## src/rtl/sixteen_segment_decoder.sv

```systemverilog
// fifo_sync: show-ahead FIFO with a count register; rd_dat reads as zero when empty.
// Latency: a write is visible on rd_* after the next edge when the FIFO was empty.
// Backpressure: wr is refused only when full and no read happens in the same cycle.
module fifo_sync #(
    parameter int WIDTH = 12,
    parameter int DEPTH = 8
) (
    input  logic             clk,
    input  logic             rst,
    input  logic             wr_vld,
    input  logic [WIDTH-1:0] wr_dat,
    output logic             full,
    output logic             rd_vld,
    input  logic             rd_rdy,
    output logic [WIDTH-1:0] rd_dat
);
    localparam int AW = $clog2(DEPTH);

    logic [WIDTH-1:0] mem [DEPTH];
    logic [AW-1:0]    wr_ptr;
    logic [AW-1:0]    rd_ptr;
    logic [AW:0]      count;
    logic             do_push;
    logic             do_pop;

    assign rd_vld  = (count != '0);
    assign full    = (count == (AW+1)'(DEPTH));
    assign do_pop  = rd_vld && rd_rdy;
    assign do_push = wr_vld && (!full || do_pop);
    assign rd_dat  = rd_vld ? mem[rd_ptr] : '0;

    always_ff @(posedge clk) begin
        if (rst) begin
            wr_ptr <= '0;
            rd_ptr <= '0;
            count  <= '0;
        end else begin
            if (do_push) begin
                mem[wr_ptr] <= wr_dat;
                wr_ptr      <= wr_ptr + 1'b1;
            end
            if (do_pop)
                rd_ptr <= rd_ptr + 1'b1;
            case ({do_push, do_pop})
                2'b10:   count <= count + 1'b1;
                2'b01:   count <= count - 1'b1;
                default: count <= count;
            endcase
        end
    end
endmodule

// sixteen_segment_decoder: rebuilds per-digit ASCII from a scanned 16-segment bus, queues changes.
// Latency: event on out_* after edge STABLE_CYCLES+1 of a pattern held from cycle 0 (FIFO empty).
// Backpressure: never stalls the display; a full FIFO drops the event and sets sticky overflow.
module sixteen_segment_decoder #(
    parameter int NUM_DIGITS    = 6,
    parameter int STABLE_CYCLES = 4,
    parameter int FIFO_DEPTH    = 8
) (
    input  logic        clk,
    input  logic        rst,
    input  logic [15:0] segments,
    input  logic [2:0]  digit_sel,
    output logic        out_valid,
    input  logic        out_ready,
    output logic [2:0]  out_digit,
    output logic [7:0]  out_char,
    output logic        out_err,
    output logic        frame_done,
    output logic        overflow
);
    localparam int CW     = $clog2(STABLE_CYCLES + 1);
    localparam int FONT_N = 15;

    // Ordered by ASCII; on a shared pattern ('5' / 'S') the earlier entry wins.
    localparam logic [15:0] FONT_SEG [FONT_N] = '{
        16'h0000, 16'h0030, 16'h00C0, 16'hFF09, 16'h3000,
        16'hEEC0, 16'hFCC0, 16'hDDC0, 16'hF3C0, 16'hCF80,
        16'h33C0, 16'h0F00, 16'hFF00, 16'hE3C0, 16'hDDC0
    };
    localparam logic [7:0] FONT_CHR [FONT_N] = '{
        8'h20, 8'h21, 8'h2D, 8'h30, 8'h31,
        8'h32, 8'h33, 8'h35, 8'h41, 8'h45,
        8'h48, 8'h4C, 8'h4F, 8'h50, 8'h53
    };

    typedef struct packed {
        logic [2:0] digit;
        logic [7:0] chr;
        logic       err;
    } ev_t;

    logic [15:0]           s1_seg;
    logic [2:0]            s1_dig;
    logic [CW-1:0]         cnt;
    logic [CW-1:0]         cnt_nxt;
    logic                  commit_q;
    logic                  commit;
    logic [7:0]            dec_char;
    logic                  dec_err;
    logic [7:0]            char_buf [8];
    logic [NUM_DIGITS-1:0] seen;
    logic [NUM_DIGITS-1:0] seen_nxt;
    logic                  push;
    logic                  pop;
    logic                  fifo_full;
    ev_t                   push_ev;
    ev_t                   head_ev;

    always_comb begin
        cnt_nxt = cnt;
        if ({segments, digit_sel} != {s1_seg, s1_dig})
            cnt_nxt = CW'(1);
        else if (cnt != CW'(STABLE_CYCLES))
            cnt_nxt = cnt + CW'(1);
    end

    always_comb begin
        dec_char = 8'h3F;
        dec_err  = 1'b1;
        for (int i = FONT_N - 1; i >= 0; i--) begin
            if (s1_seg == FONT_SEG[i]) begin
                dec_char = FONT_CHR[i];
                dec_err  = 1'b0;
            end
        end
    end

    assign commit   = commit_q && (int'(s1_dig) < NUM_DIGITS);
    assign seen_nxt = seen | (NUM_DIGITS'(1) << s1_dig);
    assign push     = commit && ((dec_char != char_buf[s1_dig]) || dec_err);
    assign pop      = out_valid && out_ready;
    assign push_ev  = '{digit: s1_dig, chr: dec_char, err: dec_err};

    always_ff @(posedge clk) begin
        if (rst) begin
            s1_seg     <= '0;
            s1_dig     <= '0;
            cnt        <= '0;
            commit_q   <= 1'b0;
            seen       <= '0;
            frame_done <= 1'b0;
            overflow   <= 1'b0;
            for (int i = 0; i < 8; i++)
                char_buf[i] <= 8'h00;
        end else begin
            s1_seg     <= segments;
            s1_dig     <= digit_sel;
            cnt        <= cnt_nxt;
            // Strobe only on the transition into the saturated count.
            commit_q   <= (cnt_nxt == CW'(STABLE_CYCLES)) && (cnt != CW'(STABLE_CYCLES));
            frame_done <= 1'b0;
            if (commit) begin
                if (&seen_nxt) begin
                    seen       <= '0;
                    frame_done <= 1'b1;
                end else begin
                    seen <= seen_nxt;
                end
            end
            if (push)
                char_buf[s1_dig] <= dec_char;
            if (push && fifo_full && !pop)
                overflow <= 1'b1;
        end
    end

    fifo_sync #(
        .WIDTH ($bits(ev_t)),
        .DEPTH (FIFO_DEPTH)
    ) u_fifo (
        .clk    (clk),
        .rst    (rst),
        .wr_vld (push),
        .wr_dat (push_ev),
        .full   (fifo_full),
        .rd_vld (out_valid),
        .rd_rdy (out_ready),
        .rd_dat (head_ev)
    );

    assign out_digit = head_ev.digit;
    assign out_char  = head_ev.chr;
    assign out_err   = head_ev.err;
endmodule

```

## config.mk

```make
export PLATFORM = sky130hd
export DESIGN_NAME = sixteen_segment_decoder
export DESIGN_NICKNAME = d
export VERILOG_FILES = /design/src/rtl/sixteen_segment_decoder.sv
export SDC_FILE = /design/constraint.sdc
export NUM_CORES = 1
export LEC_CHECK = 0
export ABC_AREA = 1
export CORE_AREA = 2 2 120 122
export DETAILED_ROUTE_END_ITERATION = 6
export DIE_AREA = 0 0 122 124
export DONT_BUFFER_PORTS = 1
export PLACE_DENSITY = 0.77
export SETUP_SLACK_MARGIN = 0.2
export SYNTH_ARGS = -nofsm -noshare
export SYNTH_HDL_FRONTEND = slang
export SYNTH_SLANG_ARGS = --single-unit
```

## constraint.sdc

```tcl
create_clock -name clk -period 3.5 [get_ports clk]
set_clock_uncertainty 0.05 [all_clocks]
set_input_delay 0.7 -clock clk [delete_from_list [all_inputs] [get_ports clk]]
set_output_delay 0.7 -clock clk [all_outputs]
set_load 0.03 [all_outputs]
```

=== Word level (Yosys, flattened, before mapping) ===
Memory sizes are Yosys's and may differ from the RTL's. A register that Yosys moved wholly into a read port is not among the register bits.
Index checks and enable logic that the tools add are counted.

* Flip-flop bits (word level): 41
* Memory bits (writable): 160
* Input port bits: 22
* Word-level logic and storage cells: 106
* Memories kept: 2

{| class="wikitable"
|+ Memory list
! memory !! words !! bits a word !! rd ports !! clocked after Yosys merged registers in !! write ports !! RTL line !! RTL
|-
| u_fifo.mem || 8 || 12 || 1 || 1 || 1 || 19 || <nowiki>logic [WIDTH-1:0] mem [DEPTH];</nowiki>
|-
| char_buf || 8 || 8 || 1 || 1 || 8 || 102 || <nowiki>logic [7:0] char_buf [8];</nowiki>
|}

* $add $sub $neg: 5
* $lt $le $gt $ge: 1
* Equality and inequality tests: 20
* Shift operators: 1
* Mux-type cells: 48
* Bitwise logic cells: 2
* Reductions and logical operators: 17

{| class="wikitable"
|+ Operators by type and width
! operator !! number
|-
| == test 16 bit, second input constant || 8
|-
| two-way mux 8 bit || 14
|-
| == test 16 x 14 -> 1 bit, second input constant || 2
|-
| two-way mux 1 bit || 24
|-
| inequality test 19 bit || 1
|-
| two-way mux 3 bit || 6
|-
| == test 16 x 12 -> 1 bit, second input constant || 1
|-
| == test 16 x 6 -> 1 bit, second input constant || 1
|-
| == test 16 x 8 -> 1 bit, second input constant || 1
|-
| logical NOT 16 bit || 1
|-
| two-way mux 12 bit || 1
|-
| adder 3 x 1 -> 3 bit, second input constant || 3
|-
| inequality test 8 bit || 1
|-
| case mux 4 bit (2 select lines) || 1
|-
| OR reduction 8 bit || 1
|-
| logical AND 1 bit || 7
|-
| two-way mux 7 bit || 1
|-
| two-way mux 6 bit || 1
|-
| OR 6 bit || 1
|-
| AND reduction 6 bit || 1
|-
| << shifter 1 x 3 -> 6 bit, first input constant || 1
|-
| adder 4 x 1 -> 4 bit, second input constant || 1
|-
| == test 4 bit, second input constant || 1
|-
| nonzero test 4 bit || 1
|-
| other kinds (11) || 13
|}

=== Longest topological paths before layout ===
* Depth in word-level cells: 23
* Gate-level depth with buffers: 27

=== By module ===
A second synthesis with hierarchy kept.

* Cell total of the unflattened synthesis: 925
* Area, all modules: 9064.9 um^2

{| class="wikitable"
|+ Modules (own cells, without submodules)
! module !! times used !! cells an instance !! area an instance (um^2) !! seq. area each (um^2)
|-
| fifo_sync || 1 || 379 || 4533.1 || 3143.0
|-
| sixteen_segment_decoder || 1 || 546 || 4531.8 || 2302.2
|}

=== Least setup slack after synthesis ===
Ideal clock, no wire load.

* Path type: register to register
* Start: register s1_dig[1]
* End: register u_fifo.count[3]
* Data arrival time: 2.812 ns
* Required time: 3.335 ns
* Setup slack: 0.524 ns
* Cell stages (with the launch flop): 23
* Period minus slack after synthesis: 2.976 ns
* Cell sequence: dfxtp_1 buf_2 inv_2 nand2_2 buf_4 nor2_1 nor3_1 o211ai_1 o21ai_1 xor2_1 nand4_2 nand2_2 nand2_4 inv_1 ha_1 nand2_1 nand2_1 a31oi_1 nand3_1 nand2_1 nand3_1 nand2_1 nor2_1

* Word-level cells in the longest chain between the ends: 6
* Elaborated cells on any way between the ends: 8

{| class="wikitable"
|+ Ends and longest elaborated chain
! element !! RTL line !! RTL
|-
| start, declared || 95 || <nowiki>logic [2:0] s1_dig;</nowiki>
|-
| start signal, assigned || 149 || <nowiki>s1_dig <= digit_sel;</nowiki>
|-
| < comparator 3 bit * || 130 || <nowiki>assign commit = commit_q && (int'(s1_dig) < NUM_DIGITS);</nowiki>
|-
| logical AND 1 bit * || 130 ||
|-
| logical AND 1 bit * || 132 || <nowiki>assign push = commit && ((dec_char != char_buf[s1_dig]) || dec_err);</nowiki>
|-
| logical AND 1 bit * || 29 || <nowiki>assign do_push = wr_vld && (!full || do_pop);</nowiki>
|-
| == test 2 x 1 -> 1 bit or == test 2 bit (tied branches) || 44 || <nowiki>case ({do_push, do_pop})</nowiki>
|-
| case mux 4 bit (2 select lines) or nonzero test 2 bit (tied branches) || -- ||
|-
| end signal, assigned || 45 || <nowiki>2'b10: count <= count + 1'b1;</nowiki>
|-
| end signal, assigned || 46 || <nowiki>2'b01: count <= count - 1'b1;</nowiki>
|-
| end signal, assigned || 47 || <nowiki>default: count <= count;</nowiki>
|-
| end, declared || 22 || <nowiki>logic [AW:0] count;</nowiki>
|}

Mark *: on every way between the ends. The rest lies on a longest branch, timed or not.
A chain may end at the register's enable or synchronous reset.

==> flow_summary_export.csv <==
group,metric,value,unit
status,outcome,"finished, final reports clean",
yosys,synth_area_leader_cell,"edfxtp_1",
sta,finalWorstPathRequiredPeriod,3.10,ns
grt,busiest_layer,"met2",
floorplan,die_height,124,microns
place,place_congestion,0.914,
drt,wirelength,19.2,mm
cells_and_area,drive_gt1_frac,0.161,
yosys,synthXorXnorAreaFrac,0.0216,
critical_path,end_kind,"output pin",
sta,finalSetupTns,0,ns
critical_path,cp.arrival,2.35,ns
cells_and_area,diodes,0,
floorplan,start_util,0.620,
sta,final-setup-viol-count,0,
min_path,hold_class,"in2reg",
yosys,yosys.cell_count.top_type,"nor2_1",
sta,max_slew_margin,0.493,
clock_network,clock_path_buffers,2,
sta,min_period_over_period,0.887,
floorplan,dieArea,15100,sq um
critical_path,start_kind,"flip-flop",
place,hpwl,13.1,mm
sta,tightest_slew,0.757,ns
pwr,power,5.11,mW
sta,fmax,0.322,GHz
place,place_inst,1071,
critical_path,slowest_delay,0.61,ns
grt,grt_pass1_wl,30.2,mm
critical_path,cp_cell_sequence,"buf_4, o21ai_0, o22ai_1, o21ai_0, a31oi_1",
grt,antenna_found_initial,0,
yosys,netlist_top_cells_area,"edfxtp_1, dfxtp_1, nor2_1",
sta,hold_violations,0,
clock_network,cts_buffers,17,
yosys,postSynthCellCount,875,
grt,met3_usage,0.0572,
clock_network,clkTransAtPathRegs,0.07,ns
clock_network,cts_tree,"yes",
cells_and_area,fin_cells,1112,
grt,grt_pass1_vias,6144,
yosys,yosysWarnings,0,
drt,post_drt_wl_per_cell,17.3,microns
critical_path,crit_family,"compound AO/OA/AOI/OAI gates",
yosys,synth_compound_area_frac,0.0874,
clock_network,cts_root_buf,"clkbuf_16",
yosys,synth.avg_cell_area,9.72,sq um
grt,grt_max_degree,45,
floorplan,core_area,13700,sq um
critical_path,slowest_stage,"a31oi_1",
yosys,synth-async-reset-ratio,0,
yosys,yosys.area_share.simple,0.210,
drt,ant_nets,0,
clock_network,clock_latency,0.44,ns
yosys,synth_common_cells,"nor2_1, edfxtp_1, nand2_1, inv_1, o21ai_0",
critical_path,critPathMaxFanout,44,
yosys,synth-edff-count,144,
yosys,synth_seq_cells,188,
grt,grt_util_met2,0.492,
yosys,synthAdderAreaFrac,0.0112,
drt,drc,0,
clock_network,clock_sinks,188,
floorplan,die_w,122,microns
yosys,synthMuxAreaShare,0,
yosys,synth_top_area_frac,0.509,
pwr,peakVddDrop,0.437,mV
critical_path,required,2.75,ns
yosys,synth_ff_type,"edfxtp_1",
yosys,synth_area,8500,sq um
floorplan,rows,43,
grt,grt.total_usage,0.270,
grt,gr-usage-met1,0.303,
sta,drv_slew,0,
floorplan,io_pins,37,
drt,dr.pass1.iters,5,
flow_run,cap_violations,0,
clock_network,htreeDepth,4,
pwr,cellPowerDensity,527,nW/um^2
sta,rsz0062_at_grt,"false",
drt,drtIter0Drc,608,
yosys,synth_cell_types,46,
cells_and_area,final_nets,948,
yosys,synth_top_family_by_area,"simple AND/OR/NAND/NOR gates",
drt,num_vias,6252,
critical_path,crit_top_cell,"o21ai_0",
place,io_buffers,0,
pwr,p_leak,3.87,nW
drt,via_per_inst,5.62,
critical_path,path_buf_inv,1,
cells_and_area,areaGrowthSynthToFinish,14.1,%
yosys,synth_seq_area_share,0.612,
critical_path,crit_type,"reg2out",
grt,grt-ovfl-total,0,
-- flip-flops by register name, summed over array words and instances (netlist names), named ones only --
signal,count
u_fifo.mem,88
u_fifo.rd_ptr,3
char_buf,56
s1_dig,3
seen,6
overflow,1
commit_q,1
frame_done,1
u_fifo.wr_ptr,3
cnt,3
u_fifo.count,4
s1_seg,16
-- metal layers --
metal,vias up,wire length (microns)
met5,-,0
met4,0,636
met3,62,1150
met2,231,10200
met1,2944,7210
li1,3015,-
-- power breakdown --
group / switching [mW] / internal [mW] / total [mW]
logic: 0.489 / 0.219 / 0.709
registers: 0.0450 / 2.44 / 2.49
clock network: 0.901 / 1.02 / 1.92
-- cell usage in the layout (no fill, tap or decap), types with 3 or more instances in the layout --
cell type / instances
o21ai_0: 68
o21ai_1: 8
conb_1: 15
o22ai_1: 24
nand2_1: 109
nand2_4: 6
nor4_1: 4
dfxtp_4: 4
nor2_4: 6
ha_1: 5
nand3_1: 21
nor2_1: 191
dfxtp_2: 10
a31oi_1: 13
xor2_1: 12
inv_8: 5
nand3_2: 7
xnor2_1: 9
nand4_1: 9
clkbuf_16: 17
edfxtp_1: 144
inv_2: 6
inv_1: 80
nor3_1: 6
clkinv_1: 3
nor2_2: 13
dfxtp_1: 30
buf_4: 43
a21oi_1: 18
inv_6: 5
nand2_2: 12
-- final cells by class --
class	count	area, sq um
inverter	90	345
fill	1006	4020
clock inverter	15	166
multi-input combinational	578	2970
sequential	188	5230
clock buffer	17	425
tap	180	225
timing repair buffer	44	343
-- final timing paths --
| path | end | startpoint | cells after the start | slack, ns |
|---|---|---|---|---|
| worst max-delay path | out_char[2] | flip-flop | 5 | 0.40 |
| worst min-delay path | s1_seg[1] | rst | 1 | 0.27 |
| worst max register to register | u_fifo.count[3] | s1_seg[2] | 24 | 0.43 |
| worst min register to register | seen[5] | seen[5] | 2 | 0.41 |
-- logic make-up after synthesis --
kind of cell,Yosys count
compound gates,136
simple gates,399
buf+inv,123
other cells,1
flops,188
fa+ha+maj,7
xor+xnor,21
-- stage by stage --
stage | instance area (sq um) | hold slack, ns | util | worst slack [ns]
after floorplan | 8550 | 0.375 | - | 0.524
after global placement | 8910 | 0.393 | 0.649 | 0.0901
after detailed placement | 8910 | 0.398 | 0.649 | 0.0338
after CTS | 9540 | 0.250 | 0.696 | 0.203
after global routing | 9700 | 0.252 | 0.707 | 0.154
final | 9700 | 0.274 | 0.707 | 0.395
-- timing repair --
action / in CTS / in global routing
pin swaps: 2 / 11
hold buffers: 0 / 0
resized for setup: 7 / 41
buffers inserted: 2 / 7
gates cloned: 0 / 0
setup endpoints to repair: 17 / 43
No activity file was read; power rests on OpenSTA's default activity.
